**src/rtl/approx_mul_ha_pipe.sv**
```systemverilog
// Streaming unsigned WIDTHxWIDTH multiplier built from half-adder row-pair arrays.
// Array 0 can drop carries in selected columns (OR-only sums) per transaction.
// Three registered stages: HA arrays -> pairwise array sums -> final product.
module approx_mul_ha_pipe #(
  parameter int unsigned      WIDTH       = 8,
  parameter logic [WIDTH-2:0] APPROX_MASK = 7'b0010111
) (
  input  logic               clk,
  input  logic               rst_n,
  input  logic               in_valid,
  output logic               in_ready,
  input  logic [WIDTH-1:0]   x,
  input  logic [WIDTH-1:0]   y,
  input  logic               approx_en,
  output logic               out_valid,
  input  logic               out_ready,
  output logic [2*WIDTH-1:0] p,
  output logic               p_approx
);

  localparam int unsigned NARR  = WIDTH / 2;
  localparam int unsigned NPAIR = (NARR + 1) / 2;
  // Array count rounded up to a whole number of pairs; padded arrays see zero rows.
  localparam int unsigned NPAD  = 2 * NPAIR;
  localparam int unsigned PW    = 2 * WIDTH;

  logic [2*NPAD-1:0] x_pad;
  logic              stall;

  logic [WIDTH:0]    t_d [NPAD];
  logic [WIDTH-2:0]  b_d [NPAD];
  logic [WIDTH:0]    t_q [NPAD];
  logic [WIDTH-2:0]  b_q [NPAD];
  logic              ap1_q, v1_q;

  logic [PW-1:0]     s2_d [NPAIR];
  logic [PW-1:0]     s2_q [NPAIR];
  logic              ap2_q, v2_q;

  logic [PW-1:0]     p_d;
  logic [PW-1:0]     p_q;
  logic              ap3_q, v3_q;

  logic              a_b, c_b, s_b, cy_b;

  assign x_pad     = (2*NPAD)'(x);
  assign stall     = v3_q & ~out_ready;
  assign in_ready  = ~stall;
  assign out_valid = v3_q;
  assign p         = p_q;
  assign p_approx  = ap3_q;

  // Value of one array: sum bits at weight 2^i, carry bits at weight 2^(j+2).
  function automatic logic [PW-1:0] arr_val(input logic [WIDTH:0] t, input logic [WIDTH-2:0] b);
    return {{(WIDTH-1){1'b0}}, t} + {{(WIDTH-1){1'b0}}, b, 2'b00};
  endfunction

  // Half-adder arrays for every row pair; masked columns of array 0 go OR-only when approximating.
  always_comb begin
    a_b  = 1'b0;
    c_b  = 1'b0;
    s_b  = 1'b0;
    cy_b = 1'b0;
    for (int k = 0; k < NPAD; k++) begin
      t_d[k]    = '0;
      b_d[k]    = '0;
      t_d[k][0] = y[0] & x_pad[2*k];
      for (int i = 1; i < WIDTH; i++) begin
        a_b = y[i] & x_pad[2*k];
        c_b = y[i-1] & x_pad[2*k+1];
        if (k == 0 && approx_en && APPROX_MASK[i-1]) begin
          s_b  = a_b | c_b;
          cy_b = 1'b0;
        end else begin
          s_b  = a_b ^ c_b;
          cy_b = a_b & c_b;
        end
        t_d[k][i] = s_b;
        if (i < WIDTH - 1) b_d[k][i-1] = cy_b;
        else               t_d[k][WIDTH] = cy_b;
      end
      b_d[k][WIDTH-2] = y[WIDTH-1] & x_pad[2*k+1];
    end
  end

  // Stage-2 next state: each pair of arrays shifted to its row weight and summed.
  always_comb begin
    for (int m = 0; m < NPAIR; m++) begin
      s2_d[m] = (arr_val(t_q[2*m], b_q[2*m]) << (4*m))
              + (arr_val(t_q[2*m+1], b_q[2*m+1]) << (4*m+2));
    end
  end

  // Stage-3 next state: accumulate the pair sums into the full product.
  always_comb begin
    p_d = '0;
    for (int m = 0; m < NPAIR; m++) begin
      p_d = p_d + s2_q[m];
    end
  end

  // Pipeline registers; everything holds on stall, data only loads behind a valid.
  always_ff @(posedge clk or negedge rst_n) begin
    if (!rst_n) begin
      for (int k = 0; k < NPAD; k++) begin
        t_q[k] <= '0;
        b_q[k] <= '0;
      end
      for (int m = 0; m < NPAIR; m++) begin
        s2_q[m] <= '0;
      end
      ap1_q <= 1'b0;
      ap2_q <= 1'b0;
      ap3_q <= 1'b0;
      v1_q  <= 1'b0;
      v2_q  <= 1'b0;
      v3_q  <= 1'b0;
      p_q   <= '0;
    end else if (!stall) begin
      v1_q <= in_valid;
      v2_q <= v1_q;
      v3_q <= v2_q;
      if (in_valid) begin
        for (int k = 0; k < NPAD; k++) begin
          t_q[k] <= t_d[k];
          b_q[k] <= b_d[k];
        end
        ap1_q <= approx_en;
      end
      if (v1_q) begin
        for (int m = 0; m < NPAIR; m++) begin
          s2_q[m] <= s2_d[m];
        end
        ap2_q <= ap1_q;
      end
      if (v2_q) begin
        p_q   <= p_d;
        ap3_q <= ap2_q;
      end
    end
  end

endmodule

```
**config.mk**
```make
export PLATFORM = sky130hd
export DESIGN_NAME = approx_mul_ha_pipe
export DESIGN_NICKNAME = d
export VERILOG_FILES = /design/src/rtl/approx_mul_ha_pipe.sv
export SDC_FILE = /design/constraint.sdc
export NUM_CORES = 1
export LEC_CHECK = 0
export CORE_MARGIN = 3
export CORE_UTILIZATION = 65
export CTS_CLUSTER_DIAMETER = 80
export DETAILED_ROUTE_END_ITERATION = 12
export GPL_TIMING_DRIVEN = 0
export PLACE_DENSITY = 0.95
export SLEW_MARGIN = 20
export SYNTH_ARGS = -nofsm -noshare
export SYNTH_HDL_FRONTEND = slang
export SYNTH_SLANG_ARGS = --single-unit
```
**constraint.sdc**
```tcl
create_clock -name clk -period 6.29 [get_ports clk]
set_input_delay 0.629 -clock clk [delete_from_list [all_inputs] [get_ports clk]]
set_output_delay 0.629 -clock clk [all_outputs]
set_load 0.01 [all_outputs]
```
==> out/summary.md, run 1 <==
The count of final setup violators was 0. The routed design could run at a clock period as short as 3.70 ns. The total count of hold-check failures in the final report is 0.

The area of the core is 0.0103 mm². The worst min-delay path class was in2async. Buffers inserted to repair hold after CTS numbered 0. After synthesis, the most frequently instantiated cells are sky130_fd_sc_hd__dfrtp_1 (111), sky130_fd_sc_hd__ha_1 (77), sky130_fd_sc_hd__nand2_1 (67). STA puts the critical path data arrival time at 3.98 ns. The worst register-to-register path begins at t_q[20]. In the routed design, unresolved DRC markers number 0.

Counting the buffers created by CTS gives 9. Of the available clock period, the critical path in the final layout requires 58.8%. Nature of the critical path startpoint: a flop. Counting both buffers and inverters, the worst setup path holds a total of 2.

In this run the clock root is driven by a sky130_fd_sc_hd__clkbuf_8. The analysis attributes to cell leakage a power of 3.77 nW. The ratio of cells with drive above 1 in the final layout is 9.79%.

Per report_power, the clock group accounts for 15.7% of the total. The run gives 0.0151 ns as the worst clock skew on the final layout. The critical path goes through ha_1 -> inv_1 -> fa_1 -> nand2b_1 -> nand2b_1 -> a21oi_1 -> xnor2_1 -> fa_1 -> inv_1 -> ha_1 -> o21a_1 -> or2_2 -> o31a_1 -> a32o_1. Dominant cell by count in the synthesized netlist: sky130_fd_sc_hd__dfrtp_1.

The register share of total power is 35.6%, and the number of warnings issued by yosys is 0. At the end of routability-driven placement, the weighted congestion stood at 0.860. Area growth from synthesis to layout: 11.6%. The pre-antenna-repair detailed-routing pass consisted of 5 iterations.

Yosys mapped the design onto 48 distinct sky130hd cell types. In the synthesized netlist the async set-or-reset flop fraction comes to 100%. The synthesized area came out at 0.00692 mm². The filler cells instantiated in the layout total 643. The tools report the end of the critical path as s2_q[28]. The post-route cell area was 0.00772 mm²; the number of port buffers was 38.

TritonCTS built the clock tree. After synthesis, the cell types taking the most area are sky130_fd_sc_hd__dfrtp_1 (40%), sky130_fd_sc_hd__ha_1 (14%), sky130_fd_sc_hd__mux2_2 (6.0%). The fraction of power spent switching nets was 39.9%; the TritonCTS sink count was 111. For the power dissipated by switching net loads, the log shows 1.19 mW.

Sequential cells were found to cover 40.1% of the synthesized design area. The slowest stage of the critical path belongs to the cell sky130_fd_sc_hd__fa_1. The power per standard cell area came out at 385 mW/mm².

The final layout contains routed wiring with a total length of 15900 µm. Row generation in the floorplan step produced 37 rows. The net count after synthesis came out at 761. Detailed routing inserted a total of 5136 vias.

After clock tree synthesis, the clock-pin slew on the worst setup and hold paths is 0.12 ns. The die boundary width is 109 µm, and the maximum net fanout on the critical path is 3. The top cell type by total area after synthesis is sky130_fd_sc_hd__dfrtp_1. The via-per-instance ratio was 6.11.

The later pin in the worst-skew pair is clocked with a latency of 0.39 ns. The average detailed-routed wire length per instance was 18.9 µm; the number of placed I/O pins was 40. After technology mapping, the gate count stands at 650. Tracing the worst setup path back leads to its startpoint at t_q[20].

In this design, the stage delay of the slowest critical-path cell is 0.54 ns. Number of gates given a new drive strength after cts: 0. The run finished with clean final reports. Once the clock tree was built, the setup fixing pass inserted 0 buffers.

For flop-to-flop paths, the worst setup slack is 2.59 ns. Grouping stages by cell kind, the critical path spends the most delay in adder cells. For this run, the leading register cell type out of synthesis is sky130_fd_sc_hd__dfrtp_1. The buffer levels on the longest clock path is 2, and the number of global-route vias before repair is 5481.

Across the run, the number of max-cap violations was 0. The run gives 67.0% as the effective utilization at floorplan. The slew at the pin with the worst max-slew slack is 0.866 ns, and the maximum number of pins on one net before global-route repair is 83. Global routing used 28.5% of the available tracks. The first global-routing pass estimated 26200 µm of wire. The final-report max-slew violation count was 0.

The combinational fraction of design power was 48.7%; the cell-internal power was 1.79 mW. In this run, synthesis produced a sequential element count of 111. Yosys mapped a number of flops with a built-in enable equal to 0. The sort of element at the end of the critical path is a flop. Adding up every negative setup slack in the final design gives 0 ns.

The required time of the critical path was 6.57 ns. 0 antenna diodes ended up in the layout. The run gives 0.0119 mm² as the total die area. The overall die height is 109 µm, and the remaining antenna violation count is 0. Timing would allow up to 270 MHz.

The tools report the initial antenna violation count as 0. The depth of the worst register-to-register path is 14. Setup repair after global routing left no endpoint under its margin. By startpoint and endpoint, the worst setup path is classified as reg2reg.

The area fraction of the dominant cell type after synthesis is 40.1%. For the worst IR drop on VDD, the log shows 0.255 mV. The tools report the detailed-placement wirelength estimate as 11500 µm. Headroom to the max-slew limit came out at 41.5%.

For the leftover overflow at the end of global routing, the log shows 0. Post-layout net count: 811. For the H-tree depth, the log shows 3. The number of gates on the worst path with buffers counted is 14, and the number of DRC markers after the initial detailed-route iteration is 299. The run gives 0.00750 mm² as the total cell area at the placement stage. The worst flop-to-flop path endpoint was s2_q[28]. The average instance in the mapped netlist occupies 10.6 µm².
==> cell usage in the layout (no fill, tap or decap), types with 5 or more instances in the layout <==
cell type	instances
sky130_fd_sc_hd__xnor2_1	22
sky130_fd_sc_hd__a211oi_1	5
sky130_fd_sc_hd__o21a_1	6
sky130_fd_sc_hd__nand2_1	67
sky130_fd_sc_hd__xor2_1	10
sky130_fd_sc_hd__nor2_1	22
sky130_fd_sc_hd__inv_1	36
sky130_fd_sc_hd__clkbuf_1	8
sky130_fd_sc_hd__buf_2	6
sky130_fd_sc_hd__clkdlybuf4s50_1	37
sky130_fd_sc_hd__a21o_1	9
sky130_fd_sc_hd__o21ai_0	34
sky130_fd_sc_hd__nand2b_1	12
sky130_fd_sc_hd__nor2b_1	5
sky130_fd_sc_hd__a21oi_1	27
sky130_fd_sc_hd__o21bai_1	5
sky130_fd_sc_hd__and2_1	48
sky130_fd_sc_hd__o21ai_1	18
sky130_fd_sc_hd__dfrtp_1	111
sky130_fd_sc_hd__o31ai_1	5
sky130_fd_sc_hd__clkbuf_8	9
sky130_fd_sc_hd__fa_1	13
sky130_fd_sc_hd__mux2_2	37
sky130_fd_sc_hd__ha_1	77
sky130_fd_sc_hd__mux2_1	27
==> sequential cells by signal (all words and copies together), names as in the netlist <==
name       flops
v1_q           1
p             16
p_approx       1
t_q           36
ap2_q          1
v2_q           1
s2_q          25
ap1_q          1
b_q           28
out_valid      1
==> routing by layer <==
layer	GRT usage, %	part of all wire (%)	up-vias
met5	0	0	-
met4	15.1	5.0	0
met3	5.68	5.6	76
met2	49.8	50	198
met1	32.9	39	2514
li1	-	-	2348
==> logic make-up after synthesis <==
family                     after synthesis  synth area share [%]
muxes                                   68                  11.0
xor gates and xnor gates                32                  4.05
DFF                                    111                  40.1
adders and majority gates               90                  17.7
buffers and inverters                   52                  2.93
and+or+nand+nor                        169                  12.2
AOI/OAI and AO/OA                      128                  12.0
==> worst min-delay path by stage <==
stage / startpoint / endpoint / slack, ns / cells after the start
2_1_floorplan: rst_n / ap1_q / 0.33 / 0
3_3_place_gp: v2_q / out_valid / 0.46 / 2
3_5_place_dp: v2_q / out_valid / 0.46 / 2
4_1_cts: rst_n / p[13] / 0.10 / 1
5_1_grt: rst_n / p[13] / 0.10 / 1
6_report: rst_n / p[13] / 0.1 / 1
==> metrics by stage <==
step | power (mW) | hold WS, ns | setup WS (ns) | std cells | util [%]
3_5_place_dp | 2.47 | 0.464 | 2.87 | 825 | 72.6
3_3_place_gp | 2.36 | 0.456 | 0.545 | 824 | 72.4
2_1_floorplan | 2.04 | 0.333 | 3.17 | 650 | -
6_report | 2.97 | 0.0992 | 2.59 | 841 | 74.8
4_1_cts | 2.97 | 0.101 | 2.63 | 841 | 74.8
5_1_grt | 3.20 | 0.101 | 2.48 | 841 | 74.8
==> power groups by stage <==
stage	logic (mW)	registers (mW)	clock network, mW
final	1.45	1.06	0.467
after CTS	1.44	1.06	0.474
after floorplan	0.985	1.06	0
after detailed placement	1.40	1.07	0
after global placement	1.31	1.06	0
after global routing	1.61	1.08	0.500
==> layout make-up <==
cell class                      count  area, µm²  share of cell area, %
Buffer                             16       67.6                  0.875
Timing Repair Buffer               39        409                   5.30
Clock inverter                      7        103                   1.33
Sequential cell                   111       2780                   36.0
Multi-Input combinational cell    487       3940                   51.0
Tap cell                          136        170                   2.20
Clock buffer                        9        124                   1.60
Inverter                           36        135                   1.75
(Power assumes the default switching activity.)
==> inputs of run 2 (changes only) <==
CORE_UTILIZATION = 55   (was 65)
PLACE_DENSITY = 0.89   (was 0.95)
clock period = 3.2 ns   (was 6.29 ns; I/O delays follow)
==> out/summary.md, run 2 (synthesized netlist as in run 1, its figures left out) <==
The register clock-pin slew on the reported worst setup and hold paths is 0.08 ns, and the overall die height is 118 µm. The shortest clock period the worst path allows after layout works out to 3.19 ns. In this run the number of H-tree levels came out at 3.

The finished layout holds 882 standard cells, fillers aside. Measured on the finished design, the core utilization comes to 66.6%. The worst min-delay path class is in2async. The power per standard cell area was 791 mW/mm².

Setup repair after global routing could not meet its margin everywhere. The run gives 5107 as the total vias in the final route. TritonCTS built the clock tree. The tools report the number of antenna repair diodes as 0. Leaving out fill and tap cells, the most frequent cell in the layout is sky130_fd_sc_hd__dfrtp_1. The total of fill cells in the finished design was 842; the die boundary width was 118 µm.

Of all nets on the critical path, the largest fanout is 4. The initial antenna violation count was 0; the via-per-instance ratio was 5.79. Data arrives at the worst endpoint at 3.41 ns. For this configuration, the core starts out at a cell density of 56.9%. The multi-input combinational cells in the finished layout cover a total of 0.00413 mm². Nature of the critical path startpoint: a flop. The total count of hold-check failures in the final report came out at 0.

The net count of the finished layout is 820. STA classifies the critical path endpoint as a flop. The share of the cycle needed by the critical path after routing was 99.6%. The required time of the critical path was 3.43 ns; the count of final setup violators was 0. The number of design rule violations left after detail routing is 0.

The root buffer cell chosen for the clock tree is sky130_fd_sc_hd__clkbuf_16. The sequential cells in the finished layout cover a total of 0.00278 mm². In the final layout, the registers with the most flip-flops are t_q: 36 flops, b_q: 28 flops, s2_q: 25 flops. No sink is reached through more buffers than the 2 on the longest clock path. The total area inside the core boundary comes to 0.0122 mm². 40 I/O pins were placed.

The tools report the number of max-cap violations as 0. From synthesis to final layout, the design area changed by 17.1%. The critical path is of the reg2reg type. The count of placed standard cells including taps is 857, and the worst IR drop on VDD is 0.487 mV.

The remaining max-slew budget at the tightest pin is 40.8%, and the flip-flop count of the largest register after layout is 36. The flow ran to the end, and the final reports show no timing, DRC or antenna violations. For the total die area, the log shows 0.0140 mm². The ratio of cells with drive above 1 in the final layout works out to 14.6%.

Before CTS, the worst setup slack after placement is -0.271 ns. Entering global routing, the biggest net connects 68 pins. Dividing the detail-routed wire length by the instance count gives 18.3 µm. The number of port buffers came out at 38.

The number of DRC markers after the initial detailed-route iteration is 397. After global routing the overflow that remains totals 0. First-pass GRT wire length: 26400 µm.

After layout, the design draws a total of 6.41 mW. Post-route cell area: 0.00810 mm². Total cell area at the placement stage: 0.00754 mm². Clock skew on the completed layout was measured at 0.00797 ns.

Post-route worst setup slack: 0.0144 ns. The logs give 40 for the floorplan row count and 3.88 nW for the cell leakage power. CTS saw 111 sinks. Register with the most flip-flops: t_q. The detailed-placement wirelength estimate was 11500 µm.

Before antenna repair, the detailed router went through 5 iterations. For the pin with the worst max-slew slack, the measured transition is 0.877 ns. Global routing used 23.5% of the available tracks across all layers.

For the routability congestion estimate, the log shows 0.801. For the worst-skew pair, the clock arrives at the later sink with an insertion delay of 0.36 ns. Summed over all layers, the routed wires come to 16100 µm. The logs give 314 MHz for the maximum frequency from static timing analysis and 9 for the number of buffers inserted during clock tree synthesis. The number of global-route vias before repair is 5296, and the post-route setup TNS is 0 ns. Hold timing on the final database bottoms out at a slack of 0.447 ns. The final-report max-slew violation count was 0. In the layout the commonest cells are sky130_fd_sc_hd__dfrtp_1 (111), sky130_fd_sc_hd__ha_1 (71), sky130_fd_sc_hd__nand2_1 (67), sky130_fd_sc_hd__and2_1 (48). The remaining antenna violation count came out at 0.
==> run 2: what timing repair did <==
item                                    4_1_cts  5_1_grt
endpoints found under the hold margin        44        0
gates cloned                                  0        0
hold buffers                                  1        0
endpoints found under the setup margin        5        5
pin swaps                                    19       13
buffers inserted                              7        2
resized for setup                            18       16
==> run 2: routing by layer <==
layer / wire [µm] / vias to the layer above / GRT usage [%]
met5: 0 / - / 0
met4: 548 / 0 / 9.96
met3: 730 / 49 / 4.35
met2: 8200 / 151 / 40.7
met1: 6640 / 2540 / 28.9
li1: - / 2367 / -
==> run 2: final cells by class <==
type / count / share of cell area [%]
tap: 168 / 2.59
clock buffer: 11 / 3.00
buffer: 16 / 0.834
clock inverter: 5 / 0.788
timing repair buffer: 48 / 5.91
multi-input combinational: 487 / 50.9
sequential: 111 / 34.3
inverter: 36 / 1.67
==> run 2: where the power goes <==
part / total (mW) / switching (mW) / internal, mW / leakage, nW
Clock: 1.16 / 0.525 / 0.636 / 0.147
Sequential: 2.10 / 0.283 / 1.81 / 1.42
Combinational: 3.15 / 1.66 / 1.49 / 2.31
==> run 2: path summary, 6_finish.rpt <==
path | slack, ns | to | start | depth (start not counted)
max | 0.01 | s2_q[26] | b_q[14] | 11
min | 0.45 | out_valid | rst_n | 2
max reg2reg | 0.01 | s2_q[26] | b_q[14] | 11
min reg2reg | 0.48 | p[7] | p[7] | 2
max in group asynchronous | 2.08 | t_q[18] | rst_n | 3
min in group clk | 0.48 | p[7] | p[7] | 2
==> run 2: worst max-delay path: stages (launching register included) <==
cell	delay [ns]
sky130_fd_sc_hd__dfrtp_1	0.40
sky130_fd_sc_hd__ha_4	0.16
sky130_fd_sc_hd__inv_2	0.04
sky130_fd_sc_hd__fa_2	0.52
sky130_fd_sc_hd__inv_1	0.06
sky130_fd_sc_hd__fa_2	0.57
sky130_fd_sc_hd__ha_4	0.23
sky130_fd_sc_hd__nor2b_1	0.16
sky130_fd_sc_hd__a311o_1	0.38
sky130_fd_sc_hd__o31a_1	0.28
sky130_fd_sc_hd__xnor2_1	0.16
sky130_fd_sc_hd__o21ai_1	0.09
==> inputs of run 3 (changes only) <==
HOLD_SLACK_MARGIN = 0.15   (was default)
==> results of run 3 <==
No change in the layout: final DEF, timing and power equal those of run 2.
